$ cat src/rtl/riscv_fetch_pkg.sv
// rtl/riscv_fetch_pkg.sv - shared types for the instruction-fetch stage
package riscv_fetch_pkg;

    localparam int INSTR_W = 32;
    localparam int ADDR_W  = 32;

    typedef enum logic [1:0] {
        IDLE  = 2'd0,
        WAIT  = 2'd1,
        DRAIN = 2'd2
    } fetch_state_e;

    // pc is held at full address width; the fetch stage uses the low PC_W bits
    typedef struct packed {
        logic [ADDR_W-1:0]  pc;
        logic [INSTR_W-1:0] instr;
    } fetch_entry_t;

endpackage

$ cat src/rtl/fetch_fifo.sv
// rtl/fetch_fifo.sv - small {pc,instr} buffer between fetch and decode
module fetch_fifo
    import riscv_fetch_pkg::*;
#(
    parameter int DEPTH = 2
) (
    input  logic                       clk,
    input  logic                       reset,
    input  logic                       clear,
    input  logic                       push,
    input  fetch_entry_t               push_data,
    input  logic                       pop,
    output fetch_entry_t               head,
    output logic                       full,
    output logic                       empty,
    output logic [$clog2(DEPTH):0]     count
);

    localparam int PTR_W = $clog2(DEPTH);
    localparam int CNT_W = PTR_W + 1;

    fetch_entry_t       mem [DEPTH];
    logic [PTR_W-1:0]   rd_ptr;
    logic [PTR_W-1:0]   wr_ptr;
    logic [CNT_W-1:0]   cnt;
    logic               do_push;
    logic               do_pop;

    assign empty   = (cnt == '0);
    assign full    = (cnt == CNT_W'(DEPTH));
    assign count   = cnt;
    assign head    = mem[rd_ptr];
    assign do_pop  = pop & ~empty;
    // a full buffer still accepts a push when the head leaves in the same cycle
    assign do_push = push & (~full | do_pop);

    // pointer and occupancy bookkeeping; clear empties the buffer at once
    always_ff @(posedge clk) begin
        if (reset || clear) begin
            rd_ptr <= '0;
            wr_ptr <= '0;
            cnt    <= '0;
        end else begin
            if (do_push) begin
                wr_ptr <= wr_ptr + PTR_W'(1);
            end
            if (do_pop) begin
                rd_ptr <= rd_ptr + PTR_W'(1);
            end
            cnt <= cnt + CNT_W'(do_push) - CNT_W'(do_pop);
        end
    end

    // entry storage needs no reset, occupancy decides what is valid
    always_ff @(posedge clk) begin
        if (do_push && !reset && !clear) begin
            mem[wr_ptr] <= push_data;
        end
    end

endmodule

$ cat src/rtl/pc_fetch_ctrl.sv
// rtl/pc_fetch_ctrl.sv - program counter and fetch stage; FETCH_PERF_EN builds perf counters
module pc_fetch_ctrl
    import riscv_fetch_pkg::*;
#(
    parameter int              PC_W     = 9,
    parameter logic [PC_W-1:0] RESET_PC = '0,
    parameter int              FB_DEPTH = 2
) (
    input  logic                clk,
    input  logic                reset,
    input  logic                redirect_i,
    input  logic [31:0]         redirect_pc_i,
    output logic                flush_o,
    output logic                imem_req_o,
    output logic [PC_W-1:0]     imem_addr_o,
    input  logic                imem_gnt_i,
    input  logic                imem_rvalid_i,
    input  logic [31:0]         imem_rdata_i,
    output logic                if_valid_o,
    output logic [PC_W-1:0]     if_pc_o,
    output logic [31:0]         if_instr_o,
    input  logic                if_ready_i,
    output logic [31:0]         perf_redirects_o,
    output logic [31:0]         perf_stalls_o
);

    localparam int CNT_W = $clog2(FB_DEPTH) + 1;

    fetch_state_e       state_q, state_d;
    logic [PC_W-1:0]    pc_q, pc_d;
    logic [PC_W-1:0]    req_pc_q, req_pc_d;
    logic [PC_W-1:0]    target_pc;
    logic               redir;
    logic               req;
    logic               push;
    logic               pop;
    logic               fifo_full;
    logic               fifo_empty;
    logic [CNT_W-1:0]   fifo_count;
    fetch_entry_t       head;
    fetch_entry_t       push_data;
    logic               unused_bits;

    // reset takes priority over a redirect arriving in the same cycle
    assign redir      = redirect_i & ~reset;
    assign target_pc  = {redirect_pc_i[PC_W-1:2], 2'b00};
    assign flush_o    = redir;
    assign imem_req_o = req;
    assign imem_addr_o = pc_q;
    assign if_valid_o = ~fifo_empty;
    assign if_pc_o    = head.pc[PC_W-1:0];
    assign if_instr_o = head.instr;
    assign pop        = if_valid_o & if_ready_i;
    assign push_data  = '{pc: ADDR_W'(req_pc_q), instr: imem_rdata_i};
    assign unused_bits = ^{redirect_pc_i[31:PC_W], redirect_pc_i[1:0],
                           head.pc[ADDR_W-1:PC_W], fifo_full};

    // next state, fetch request and buffer push; at most one request outstanding
    always_comb begin
        state_d  = state_q;
        pc_d     = pc_q;
        req_pc_d = req_pc_q;
        req      = 1'b0;
        push     = 1'b0;

        case (state_q)
            IDLE: begin
                state_d = IDLE;
            end
            WAIT: begin
                if (imem_rvalid_i) begin
                    state_d = IDLE;
                    push    = ~redir;
                end else if (redir) begin
                    state_d = DRAIN;
                end
            end
            DRAIN: begin
                if (imem_rvalid_i) begin
                    state_d = IDLE;
                end
            end
            default: begin
                state_d = IDLE;
            end
        endcase

        // a slot must stay free for the response, so count this cycle's push and pop
        if (!reset && !redir &&
            (state_q == IDLE || (state_q == WAIT && imem_rvalid_i)) &&
            ((int'(fifo_count) + int'(push) - int'(pop)) < FB_DEPTH)) begin
            req = 1'b1;
            if (imem_gnt_i) begin
                pc_d     = pc_q + PC_W'(4);
                req_pc_d = pc_q;
                state_d  = WAIT;
            end
        end

        if (redir) begin
            pc_d = target_pc;
        end
    end

    // state, program counter and in-flight request pc
    always_ff @(posedge clk) begin
        if (reset) begin
            state_q  <= IDLE;
            pc_q     <= RESET_PC;
            req_pc_q <= '0;
        end else begin
            state_q  <= state_d;
            pc_q     <= pc_d;
            req_pc_q <= req_pc_d;
        end
    end

    fetch_fifo #(
        .DEPTH(FB_DEPTH)
    ) u_fifo (
        .clk       (clk),
        .reset     (reset),
        .clear     (redir),
        .push      (push),
        .push_data (push_data),
        .pop       (pop),
        .head      (head),
        .full      (fifo_full),
        .empty     (fifo_empty),
        .count     (fifo_count)
    );

`ifdef FETCH_PERF_EN
    logic [31:0] redirects_q;
    logic [31:0] stalls_q;

    // saturating redirect and decode-stall counters
    always_ff @(posedge clk) begin
        if (reset) begin
            redirects_q <= '0;
            stalls_q    <= '0;
        end else begin
            if (redir && redirects_q != 32'hFFFF_FFFF) begin
                redirects_q <= redirects_q + 32'd1;
            end
            if (if_valid_o && !if_ready_i && stalls_q != 32'hFFFF_FFFF) begin
                stalls_q <= stalls_q + 32'd1;
            end
        end
    end

    assign perf_redirects_o = redirects_q;
    assign perf_stalls_o    = stalls_q;
`else
    assign perf_redirects_o = 32'b0;
    assign perf_stalls_o    = 32'b0;
`endif

endmodule

$ cat config.mk
export PLATFORM = sky130hd
export DESIGN_NAME = pc_fetch_ctrl
export DESIGN_NICKNAME = d
export VERILOG_FILES = /design/src/rtl/riscv_fetch_pkg.sv /design/src/rtl/fetch_fifo.sv /design/src/rtl/pc_fetch_ctrl.sv
export SDC_FILE = /design/constraint.sdc
export NUM_CORES = 1
export LEC_CHECK = 0
export CAP_MARGIN = 20
export CORE_MARGIN = 2
export CORE_UTILIZATION = 39
export DETAILED_ROUTE_END_ITERATION = 12
export GPL_TIMING_DRIVEN = 0
export PLACE_DENSITY = 0.77
export SYNTH_ARGS = -nofsm -noshare
export SYNTH_HDL_FRONTEND = slang
export SYNTH_SLANG_ARGS = --single-unit
$ cat constraint.sdc
create_clock -name clk -period 4.1 [get_ports clk]
set_input_delay 0.41 -clock clk [delete_from_list [all_inputs] [get_ports clk]]
set_output_delay 0.41 -clock clk [all_outputs]
set_load 0.005 [all_outputs]
== After elaboration in Yosys (flattened, before gate mapping) ==
Memories as Yosys holds them, arrays and structs flattened. A register that Yosys moved wholly into a read port is not among the register bits.
Index checks and enable logic that the tools add are counted.

* $add $sub $neg: 7
* Magnitude comparators: 1
* Eq/ne operators: 3
* Mux-type cells: 16
* Bitwise gates (word level): 9
* Reduce and logical (&&, ||, !) cells: 17

{| class="wikitable"
|+ Operators by type and width
! kind !! number
|-
| 2-to-1 mux 9 bit || 3
|-
| 2-to-1 mux 2 bit || 5
|-
| adder 9 x 3 -> 9 bit (second input constant) || 1
|-
| 2-to-1 mux 1 bit || 7
|-
| logical AND 1 bit || 6
|-
| AND 1 bit || 4
|-
| equality test 2 bit (second input constant) || 2
|-
| logical NOT 2 bit || 2
|-
| < comparator 4 x 3 -> 1 bit (second input constant) || 1
|-
| inverter 1 bit || 4
|-
| case mux 2 bit (2 select lines) || 1
|-
| AND reduction 2 bit || 2
|-
| nonzero test 2 bit || 2
|-
| subtractor 3 x 1 -> 4 bit || 1
|-
| adder 2 x 1 -> 3 bit || 1
|-
| adder 1 bit (second input constant) || 2
|-
| adder 2 x 1 -> 2 bit || 1
|-
| equality test 2 x 1 -> 1 bit (second input constant) || 1
|-
| logical NOT 1 bit || 2
|-
| logical OR 1 bit || 2
|-
| OR reduction 2 bit || 1
|-
| subtractor 2 x 1 -> 2 bit || 1
|-
| bitwise OR 1 bit || 1
|}

* Register bits: 24
* Memory bits (writable): 82
* Bits of input ports: 70
* Memories kept: 1

{| class="wikitable"
|+ Memories
! memory !! depth !! bits a word !! rd ports !! clocked after memory_dff !! write ports !! line !! RTL
|-
| u_fifo.mem || 2 || 41 || 1 || 1 || 1 || fetch_fifo.sv:22 || <nowiki>fetch_entry_t mem [DEPTH];</nowiki>
|}

== Longest topological paths before layout ==
* Word-level depth: 11
* Depth in mapped cells: 12

== Hierarchy ==
Synthesis repeated with hierarchy kept, for this count alone.

* Cells, all modules: 391
* Area total of the unflattened synthesis: 6,271.0 µm²

{| class="wikitable"
|+ Modules (own cells, without submodules)
! module !! times used !! cells an instance !! area each (µm²)
|-
| fetch_fifo || 1 || 229 || 4,849.7
|-
| pc_fetch_ctrl || 1 || 162 || 1,421.4
|}

== Least setup slack after synthesis ==
OpenSTA, ideal clock, no wires.

* Kind: in2reg
* From: in reset
* To: mem u_fifo.mem[1][0] (netlist bit), enable pin
* Library setup time: 492 ps
* Arrival time: 3,973 ps
* Required time: 3,608 ps
* Setup slack: -365 ps
* Stages: 6
* Path buffers: 2
* Cells stage by stage: buf_6 -> nor2b_4 -> buf_6 -> or2_1 -> a21o_1 -> nor3b_1

* Cells in the longest elaborated chain, start to end: 10
* Elaborated cells between the ends (all ways): 12

{| class="wikitable"
|+ RTL lines
! element !! line !! RTL
|-
| start: declaration || pc_fetch_ctrl.sv:10 || <nowiki>input logic reset,</nowiki>
|-
| inverter 1 bit * || pc_fetch_ctrl.sv:45 || <nowiki>assign redir = redirect_i & ~reset;</nowiki>
|-
| AND 1 bit * || pc_fetch_ctrl.sv:45 ||
|-
| named net flush_o || pc_fetch_ctrl.sv:13 || <nowiki>output logic flush_o,</nowiki>
|-
| inverter 1 bit || pc_fetch_ctrl.sv:73 || <nowiki>push = ~redir;</nowiki>
|-
| 2-to-1 mux 1 bit || pc_fetch_ctrl.sv:71 || <nowiki>if (imem_rvalid_i) begin</nowiki>
|-
| 2-to-1 mux 1 bit || pc_fetch_ctrl.sv:66 || <nowiki>case (state_q)</nowiki>
|-
| AND 1 bit || fetch_fifo.sv:35 || <nowiki>assign do_push = push & (~full | do_pop);</nowiki>
|-
| logical AND 1 bit || fetch_fifo.sv:56 || <nowiki>if (do_push && !reset && !clear) begin</nowiki>
|-
| logical AND 1 bit * || fetch_fifo.sv:56 ||
|-
| 2-to-1 mux 1 bit * || fetch_fifo.sv:56 ||
|-
| 2-to-1 mux 1 bit (implied by the code) * || fetch_fifo.sv:57 || <nowiki>mem[wr_ptr] <= push_data;</nowiki>
|-
| end: declaration || fetch_fifo.sv:22 ||
|}

The timed path passes the listed nets; every way through them passes the cells marked *.

== Worst setup path after layout ==
* From: reg u_fifo.cnt[1] (netlist: u_fifo.count[1])
* To: out imem_req_o

* Cells in the longest elaborated chain, start to end: 7
* Elaborated cells between the ends (all ways): 8

{| class="wikitable"
|+ RTL lines
! element !! line !! RTL
|-
| start: declaration || fetch_fifo.sv:25 || <nowiki>logic [CNT_W-1:0] cnt;</nowiki>
|-
| start signal: assignment || fetch_fifo.sv:50 || <nowiki>cnt <= cnt + CNT_W'(do_push) - CNT_W'(do_pop);</nowiki>
|-
| branches (longest 3 deep; another with adder 2 x 1 -> 3 bit) || n/a ||
|-
| subtractor 3 x 1 -> 4 bit * || pc_fetch_ctrl.sv:91 || <nowiki>((int'(fifo_count) + int'(push) - int'(pop)) < FB_DEPTH)) begin</nowiki>
|-
| < comparator 4 x 3 -> 1 bit * || pc_fetch_ctrl.sv:91 ||
|-
| logical AND 1 bit * || pc_fetch_ctrl.sv:90 || <nowiki>(state_q == IDLE || (state_q == WAIT && imem_rvalid_i)) &&</nowiki>
|-
| 2-to-1 mux 1 bit * || pc_fetch_ctrl.sv:89 || <nowiki>if (!reset && !redir &&</nowiki>
|-
| end: declaration || pc_fetch_ctrl.sv:14 || <nowiki>output logic imem_req_o,</nowiki>
|}

Every way passes the cells marked *.

==> results.toml <==
[outcome]
outcome = "complete, no violations"

[cts]
cts_buffers = 9
post-cts-setup-buffers = 0
clk_latency_ns = 0.34
cts_root_buffer = "clkbuf_16"
cts_resized = 0
cts_tree = "done"
clock_path_buffers = 2
clock-sinks = 99
cts_hold_repair.buffers = 0
clk_pin_slew_worst_paths_ns = 0.07
htreeDepth = 3

[cells_and_area]
multi_input_area_sq_um = 1460
diodes = 0
fin_nets = 580
syn2layout_area_growth_pct = 37.8
fill_cells = 1015
stdcell_area_sq_um = 6290
seqCellArea_sq_um = 2760
instances_no_fill = 648
drive_gt1_frac = 0.285

[worst_setup_path]
crit_buf_inv = 2
reg2reg_slack_ns = 0.92
worstPathRequired_ns = 3.69
reg2reg_from = "u_fifo.count[1]$_SDFF_PP0_"
critPathLaunch = "u_fifo.count[1]$_SDFF_PP0_"
critical_path.endpoint = "imem_req_o"
max_stage_delay_ns = 0.56
critical_path_class = "reg2out"
reg2reg_depth = 12
cp.depth = 10
rr_endpoint = "req_pc_q[6]$_SDFFE_PP0P_"
crit_slowest_cell = "fa_1"
critPathMaxFanout = 5
critical_path.most_common_cell = "and2_1"
worst_setup_path_end_kind = "output port"
cp_cell_sequence = "inv_1, nand2_1, and2_1, ha_1, or3_1, fa_1, a21bo_2, and2_1, and3_1, clkdlybuf4s50_1"
cp.arrival_ns = 3.38
crit_family = "simple AND/OR/NAND/NOR gates"
start_kind = "flop"

[yosys]
synth_cell_types = 47
yosys_most_used_dff = "edfxtp_1"
synthTopCellsByCount = "78 x edfxtp_1, 68 x buf_4, 39 x mux2_2"
synthTopCellsByArea = "edfxtp_1 51%, buf_4 11%, mux2_2 9.6%"
synthCells = 326
synth_area_per_cell_sq_um = 14.0
yosysTopAreaCellShare = 0.514
synth-async-reset-ratio = 0
synth-edff-count = 78
yosysSeqAreaShare = 0.606
yosysTopAreaCell = "edfxtp_1"
yosysMostFrequentCell = "edfxtp_1"
yosysWarnings = 0
ys_seq_elements = 99
syn-cell-area_sq_um = 4560

[global_route]
grt_usage = 0.144
overflow = 0
antenna_found_initial = 0
grt_max_degree = 20
grt_pass1_wl_um = 14200
grt_pass1_vias = 2937

[drt]
vias_per_cell = 4.33
dr.first_iter.drc_count = 131
antenna_left = 0
vias = 2805
remaining_drc_errors = 0
routed_wl_um = 8840
firstDrtPassIters = 4
wl_per_cell_um = 13.6

[floorplan]
die_h_um = 112
io_pins = 187
coreArea_sq_um = 11400
num_rows = 39
initial_core_util = 0.399
die-area_sq_um = 12600
die_x_um = 112

[power]
p_clk_frac = 0.390
pwr-share-comb = 0.083
p_leak_nw = 2.46
p_sw_uw = 457
seqPwrFrac = 0.526
p_int_mw = 1.63
swShare = 0.219
power_per_cell_area_nw_per_um2 = 331
ir_drop_mv = 0.208

[placed_design]
portBuffers = 92
place_congestion = 0.805
placed_cells = 632
hpwl_um = 6660
dpl_cell_area_sq_um = 5990

[hold_path]
min_path_type = "in2reg"

[timing]
rsz0062_at_grt = "false"
fmax_mhz = 264
tightest_slew_ns = 0.917
skew_ns = 0.00655
drv_slew = 0
setup_viol = 0
hold_viol_final = 0
final.min_clock_period_ns = 3.79
fin_crit_sh = 0.925
slew_headroom = 0.388

[flow_run]
cap_violations = 0
==> final cells by class <==
type | instances | share of cell area
Sequential cell | 99 | 0.439
Clock buffer | 9 | 0.0358
Buffer | 78 | 0.0912
Timing Repair Buffer | 96 | 0.156
Tap cell | 143 | 0.0285
Multi-Input combinational cell | 206 | 0.232
Clock inverter | 7 | 0.0105
Inverter | 10 | 0.00597
==> layer usage <==
layer | vias up | global-route usage | wire length, um
li1 | 1369 | - | -
met1 | 1287 | 0.179 | 3770
met2 | 139 | 0.242 | 4220
met3 | 10 | 0.0335 | 720
met4 | 0 | 0.0610 | 130
met5 | - | 0 | 0
==> power groups by stage <==
stage                     logic (mW)  clock network [mW]  registers (mW)
after floorplan               0.0973                   0            1.12
after global routing           0.190               0.876            1.10
after global placement         0.165                   0            1.12
after CTS                      0.171               0.833            1.10
after detailed placement       0.170                   0            1.12
final                          0.174               0.813            1.10
==> registers in the layout, indices dropped and copies added, names as in the netlist, named ones only <==
name / flops
u_fifo.mem: 78
imem_addr_o: 7
req_pc_q: 7
state_q: 2
u_fifo.count: 2
u_fifo.rd_ptr: 1
u_fifo.wr_ptr: 1
==> metrics by stage <==
step                       util  power, mW  setup WS [ns]  hold WS, ns  TNS, ns
final                     0.551       2.08          0.307        0.283        0
after detailed placement  0.525       1.29          0.384        0.455        0
after floorplan               -       1.21           1.00        0.425        0
after CTS                 0.551       2.10          0.282        0.279        0
after global placement    0.519       1.28         -0.365        0.443   -26.58
after global routing      0.551       2.16          0.128        0.289        0
==> cell usage in the layout (no fill, tap or decap), types with 3 or more instances in the layout <==
cell type        count
a21oi_1              6
and2_1               4
buf_4               68
buf_6                3
buf_8                4
clkbuf_1             5
clkbuf_16            9
clkdlybuf4s50_1     92
conb_1              68
dfxtp_1             21
edfxtp_1            78
ha_1                 9
inv_1                9
inv_6                3
mux2_2              39
mux2i_1              7
nand2_1             10
nand2b_1             3
nand4_1              3
nor2_1              16
xnor2_1              6
==> worst min-delay path by stage <==
stage               slack, ns  cells after the start                startpoint                          end
floorplan                0.42                      0  req_pc_q[2]$_SDFFE_PP0P_  u_fifo.mem[0][34]$_DFFE_PP_
global placement         0.44                      0  req_pc_q[5]$_SDFFE_PP0P_  u_fifo.mem[0][37]$_DFFE_PP_
detailed placement       0.45                      0  req_pc_q[5]$_SDFFE_PP0P_  u_fifo.mem[1][37]$_DFFE_PP_
CTS                      0.28                      2                     reset        state_q[1]$_SDFF_PP0_
global route             0.29                      2                     reset        state_q[1]$_SDFF_PP0_
finish                   0.28                      2                     reset        state_q[1]$_SDFF_PP0_
==> logic make-up after synthesis <==
group | Yosys count | share of synthesized area
other | 1 | 0.000822
adder cells (fa/ha/maj) | 10 | 0.0291
flip-flops | 99 | 0.606
buffers and inverters | 88 | 0.134
AND/OR/NAND/NOR | 51 | 0.0617
AO/OA/AOI/OAI | 23 | 0.0417
multiplexers | 46 | 0.112
XOR/XNOR | 8 | 0.0154
No activity file was read; power rests on OpenSTA's default activity.
